## config.mk

```make
export PLATFORM = sky130hd
export DESIGN_NAME = minmax_stream
export DESIGN_NICKNAME = d
export VERILOG_FILES = /design/src/rtl/minmax_stream.sv
export SDC_FILE = /design/constraint.sdc
export NUM_CORES = 1
export LEC_CHECK = 0
export BUFFER_PORTS_ARGS = -buffer_cell sky130_fd_sc_hd__buf_2
export CAP_MARGIN = 10
export CORE_ASPECT_RATIO = 0.75
export CORE_MARGIN = 4
export CORE_UTILIZATION = 30
export DETAILED_ROUTE_END_ITERATION = 12
export PLACE_DENSITY = 0.59
export REMOVE_ABC_BUFFERS = 1
export SKIP_LAST_GASP = 1
export SLEW_MARGIN = 20
export SYNTH_ARGS = -nofsm -noshare
export SYNTH_HDL_FRONTEND = slang
export SYNTH_SLANG_ARGS = --single-unit
```

## constraint.sdc

```tcl
create_clock -name clk -period 8.5 [get_ports clk]
set_clock_uncertainty 0.05 [all_clocks]
set_input_delay 2.125 -clock clk [delete_from_list [all_inputs] [get_ports clk]]
set_output_delay 2.125 -clock clk [all_outputs]
set_load 0.05 [all_outputs]
```

## src/rtl/minmax_stream.sv

```systemverilog
// Streaming min/max finder: scans a frame of up to NI elements and reports the
// extreme value, its position and whether the frame was cut off by the NI limit.
//
// state | meaning
// IDLE  | no element held, waiting for the first element of a frame
// ACCUM | frame in progress, running extreme kept in run_val/run_idx
// DONE  | result held on out_*, waiting for the downstream handshake
module minmax_stream #(
  parameter int W    = 6,
  parameter int NI   = 7,
  parameter int IDXW = $clog2(NI)
) (
  input  logic            clk,
  input  logic            rst,
  input  logic            in_valid,
  output logic            in_ready,
  input  logic [W-1:0]    in_data,
  input  logic            in_last,
  input  logic            us_sel,
  input  logic            min_max_sel,
  output logic            out_valid,
  input  logic            out_ready,
  output logic [W-1:0]    out_result,
  output logic [IDXW-1:0] out_index,
  output logic            out_trunc
);

  localparam int CW = $clog2(NI + 1);

  typedef enum logic [1:0] {IDLE, ACCUM, DONE} state_t;

  state_t          state;
  logic [CW-1:0]   count;
  logic [W-1:0]    run_val;
  logic [IDXW-1:0] run_idx;
  logic            sgn_q;
  logic            max_q;

  logic            accept;
  logic            take;
  logic            closing;
  logic [W-1:0]    nxt_val;
  logic [IDXW-1:0] nxt_idx;
  logic [CW-1:0]   nxt_cnt;

  // Strict compare only, so a tie never displaces the earlier element.
  function automatic logic wins(input logic [W-1:0] cand, input logic [W-1:0] best,
                                input logic sgn, input logic mx);
    logic lt;
    logic gt;
    if (sgn) begin
      lt = $signed(cand) < $signed(best);
      gt = $signed(cand) > $signed(best);
    end else begin
      lt = cand < best;
      gt = cand > best;
    end
    return mx ? gt : lt;
  endfunction

  assign in_ready = !rst && (state != DONE);
  assign accept   = in_valid && in_ready;

  always_comb begin
    take    = 1'b0;
    nxt_val = run_val;
    nxt_idx = run_idx;
    nxt_cnt = count + CW'(1);
    if (state == IDLE) begin
      take    = 1'b1;
      nxt_val = in_data;
      nxt_idx = '0;
      nxt_cnt = CW'(1);
    end else begin
      take = wins(in_data, run_val, sgn_q, max_q);
      if (take) begin
        nxt_val = in_data;
        nxt_idx = IDXW'(count);
      end
    end
    closing = in_last || (nxt_cnt == CW'(NI));
  end

  always_ff @(posedge clk) begin
    if (rst) begin
      state      <= IDLE;
      count      <= '0;
      run_val    <= '0;
      run_idx    <= '0;
      sgn_q      <= 1'b0;
      max_q      <= 1'b0;
      out_valid  <= 1'b0;
      out_result <= '0;
      out_index  <= '0;
      out_trunc  <= 1'b0;
    end else begin
      case (state)
        IDLE, ACCUM: begin
          if (accept) begin
            if (state == IDLE) begin
              sgn_q <= us_sel;
              max_q <= min_max_sel;
            end
            run_val <= nxt_val;
            run_idx <= nxt_idx;
            count   <= nxt_cnt;
            if (closing) begin
              state      <= DONE;
              out_valid  <= 1'b1;
              out_result <= nxt_val;
              out_index  <= nxt_idx;
              out_trunc  <= !in_last;
            end else begin
              state <= ACCUM;
            end
          end
        end
        DONE: begin
          if (out_ready) begin
            state     <= IDLE;
            out_valid <= 1'b0;
            count     <= '0;
          end
        end
        default: begin
          state     <= IDLE;
          out_valid <= 1'b0;
          count     <= '0;
        end
      endcase
    end
  end

endmodule

```

==> reports/metrics.csv <==
metric;value;unit
maxCapViolations;0;
seq_area_frac_synth;36.00;%
netSwitchingPower;0.00008716;W
irDropWorstVdd;0.04704;mV
first_pass_iters;4;
first_global_vias;1251;
start_util;32.28;%
path_class;input pin to output port;
instances_no_fill;247;
dp_slack;3.507;ns
hold_ws;0.4353;ns
ys_ff_latch;27;
cts_root_buf;clkbuf_8;
startpoint_type;input pin;
postCtsSetupBuffers;0;
setup_slack;3.524;ns
finalHoldViolations;0;
intPower;0.0001880;W
powerDensity;160.4;nW/um^2
synthArstFlopShare;0;%
cpPeakStageDelay;0.27;ns
fp.dieH;69.27;um
clock_power_share;26.5;%
clkSinkCount;27;
rows;21;
synth_flop_cell;dfxtp_1;
cp.required;6.33;ns
hp-class;flop to flop;
synth_compound_area_share;34.00;%
cts_buffer_depth;2;
finalSetupViolations;0;
worstPathMaxFanout;23;
synth.top_cells.by_count;27 x dfxtp_1, 20 x nor2_1, 10 x clkbuf_1, 10 x inv_1, 10 x nand2_1;
drt_iter0_markers;104;
wirelength;3727;um
synthSimpleGateAreaFrac;13.25;%
multi_input_area;882.1;sq um
nNetsFinal;211;
drive_gt1_share;20.53;%
cp.arrival;2.80;ns
synth_cells;170;
rsz0062_at_grt;false;
grt_use_total;12.37;%
synth_cell_types;41;
gp_congestion;0.7644;
status;complete, no violations;
htree_levels;1;
synth-edff-count;0;
wl_per_cell;15.09;um
ios;25;
max_slew.worst_pin.slew;0.8858;ns
rrSetupSlack;5.55;ns
synth_largest_area_cell;dfxtp_1;
nFillCells;492;
synth_most_common_cell;dfxtp_1;
synth.area.top_cells;dfxtp_1 36%, ha_1 5.8%, nor2_1 5.0%;
end_kind;output port;
seq_area;540.5;sq um
grt_pass1_wl;6189;um
synth_area_per_cell;8.832;sq um
cts-hold-fix-buffers;0;
drtAntennaViolNets;0;
syn-cell-area;1501;sq um
fin_tns_setup;0;ns
antenna_found_initial;0;
cts_made_buffers;3;
gr-total-overflow;0;
combPwrFrac;23.3;%
p_sw_share;31.68;%
synth-adder-area-share;5.833;%
n_antenna_cell;0;
fmax;0.2009;GHz
die_x;89.69;um
cpMaxStageDelayCell;buf_2;
cts_resized;0;
drv_slew;0;
io_buffers;24;
clk_pin_slew;0.08;ns
place_area;1670;sq um
leakagePower;0.6688;nW
clkLatencyLatePin;0.28;ns
dieArea;6212;sq um
period_needed;4.976;ns
area_growth;14.25;%
crit_path_frequent_cell;buf_2;
core_area;4651;sq um
finalCritPeriodShare;58.55;%
vias;1360;
synth.top_cell.area_share;36.00;%
via_per_inst;5.506;
dp_hpwl;2734;um
cp_cell_sequence;buf_2, a21oi_1, buf_2;
synth_top_family_by_area;compound AO/OA/AOI/OAI gates;
yosys_warnings;0;
grt_max_degree;24;
synth_xor_area_share;0.5833;%
placed_cells;243;
pwr-share-seq;50.2;%
cts_tree;done;
slew_headroom;40.73;%
stdcell_area;1715;sq um
drc_errors;0;
muxShareOfSynthArea;5.083;%
## through the flow
step	util [%]	power, W
after detailed placement	35.92	0.0002044
after global placement	35.92	0.0002045
after floorplan	-	0.0001846
after global routing	36.88	0.0002922
after CTS	36.88	0.0002780
final	36.88	0.0002751
## critical path, delay by kind of cell
kind                   cells  cell delay (ns)
buffers and inverters      2             0.51
AO/OA/AOI/OAI              1             0.16
## flip-flops by register name (all words and copies together), names as in the netlist
name        cells
count           3
max_q           1
out_index       3
out_result      6
out_trunc       1
out_valid       1
run_idx         3
run_val         6
sgn_q           1
state           2
## placed cells by master, fill, tap and decap left out, drive strengths merged, types with 2 or more instances in the layout
cell type  count
o21bai         2
a32o           3
o2111ai        6
mux2           5
nor3           3
clkbuf         4
nor2          20
nand2         10
nor2b          5
ha             7
mux2i          2
o311a          2
o41ai          7
buf           26
a21oi          9
o311ai         4
o211ai         6
a31oi          2
inv           10
o21ai          6
a311oi         6
dfxtp         27
## final timing paths
check	from	to	cells past startpoint
min	out_valid	out_valid	2
min reg2reg	out_valid	out_valid	2
max	rst	in_ready	3
max reg2reg	run_val[5]	run_val[4]	7
## final cells by class
class	instances	area share (%)
Clock buffer	4	2.626
Inverter	11	2.407
Multi-Input combinational cell	122	51.42
Sequential cell	27	31.51
Tap cell	57	4.158
Timing Repair Buffer	26	7.877
## layer usage
metal	wire length (um)	vias to the layer above	share of wire [%]	global-route usage, %
li1	-	702	-	-
met1	2058	609	55	19.44
met2	1388	43	37	16.40
met3	231	6	6.2	3.207
met4	48	0	1.3	2.810
met5	0	-	0	0
## power by group through the flow
stage	clock network, W	registers, W	logic, W
2_1_floorplan	0	0.000146	0.0000381
4_1_cts	0.0000764	0.000138	0.0000634
3_5_place_dp	0	0.000141	0.0000632
5_1_grt	0.0000825	0.000139	0.0000706
3_3_place_gp	0	0.000141	0.0000633
6_report	0.0000730	0.000138	0.0000640
## cell families (layout without fill, tap and decap cells)
logic type,Yosys count,after routing
AND/OR/NAND/NOR,44,44
multiplexers,7,7
XOR/XNOR,1,1
flip-flops,27,27
buffers and inverters,21,41
AO/OA/AOI/OAI,63,63
adder cells (fa/ha/maj),7,7
(Power assumes the default switching activity.)
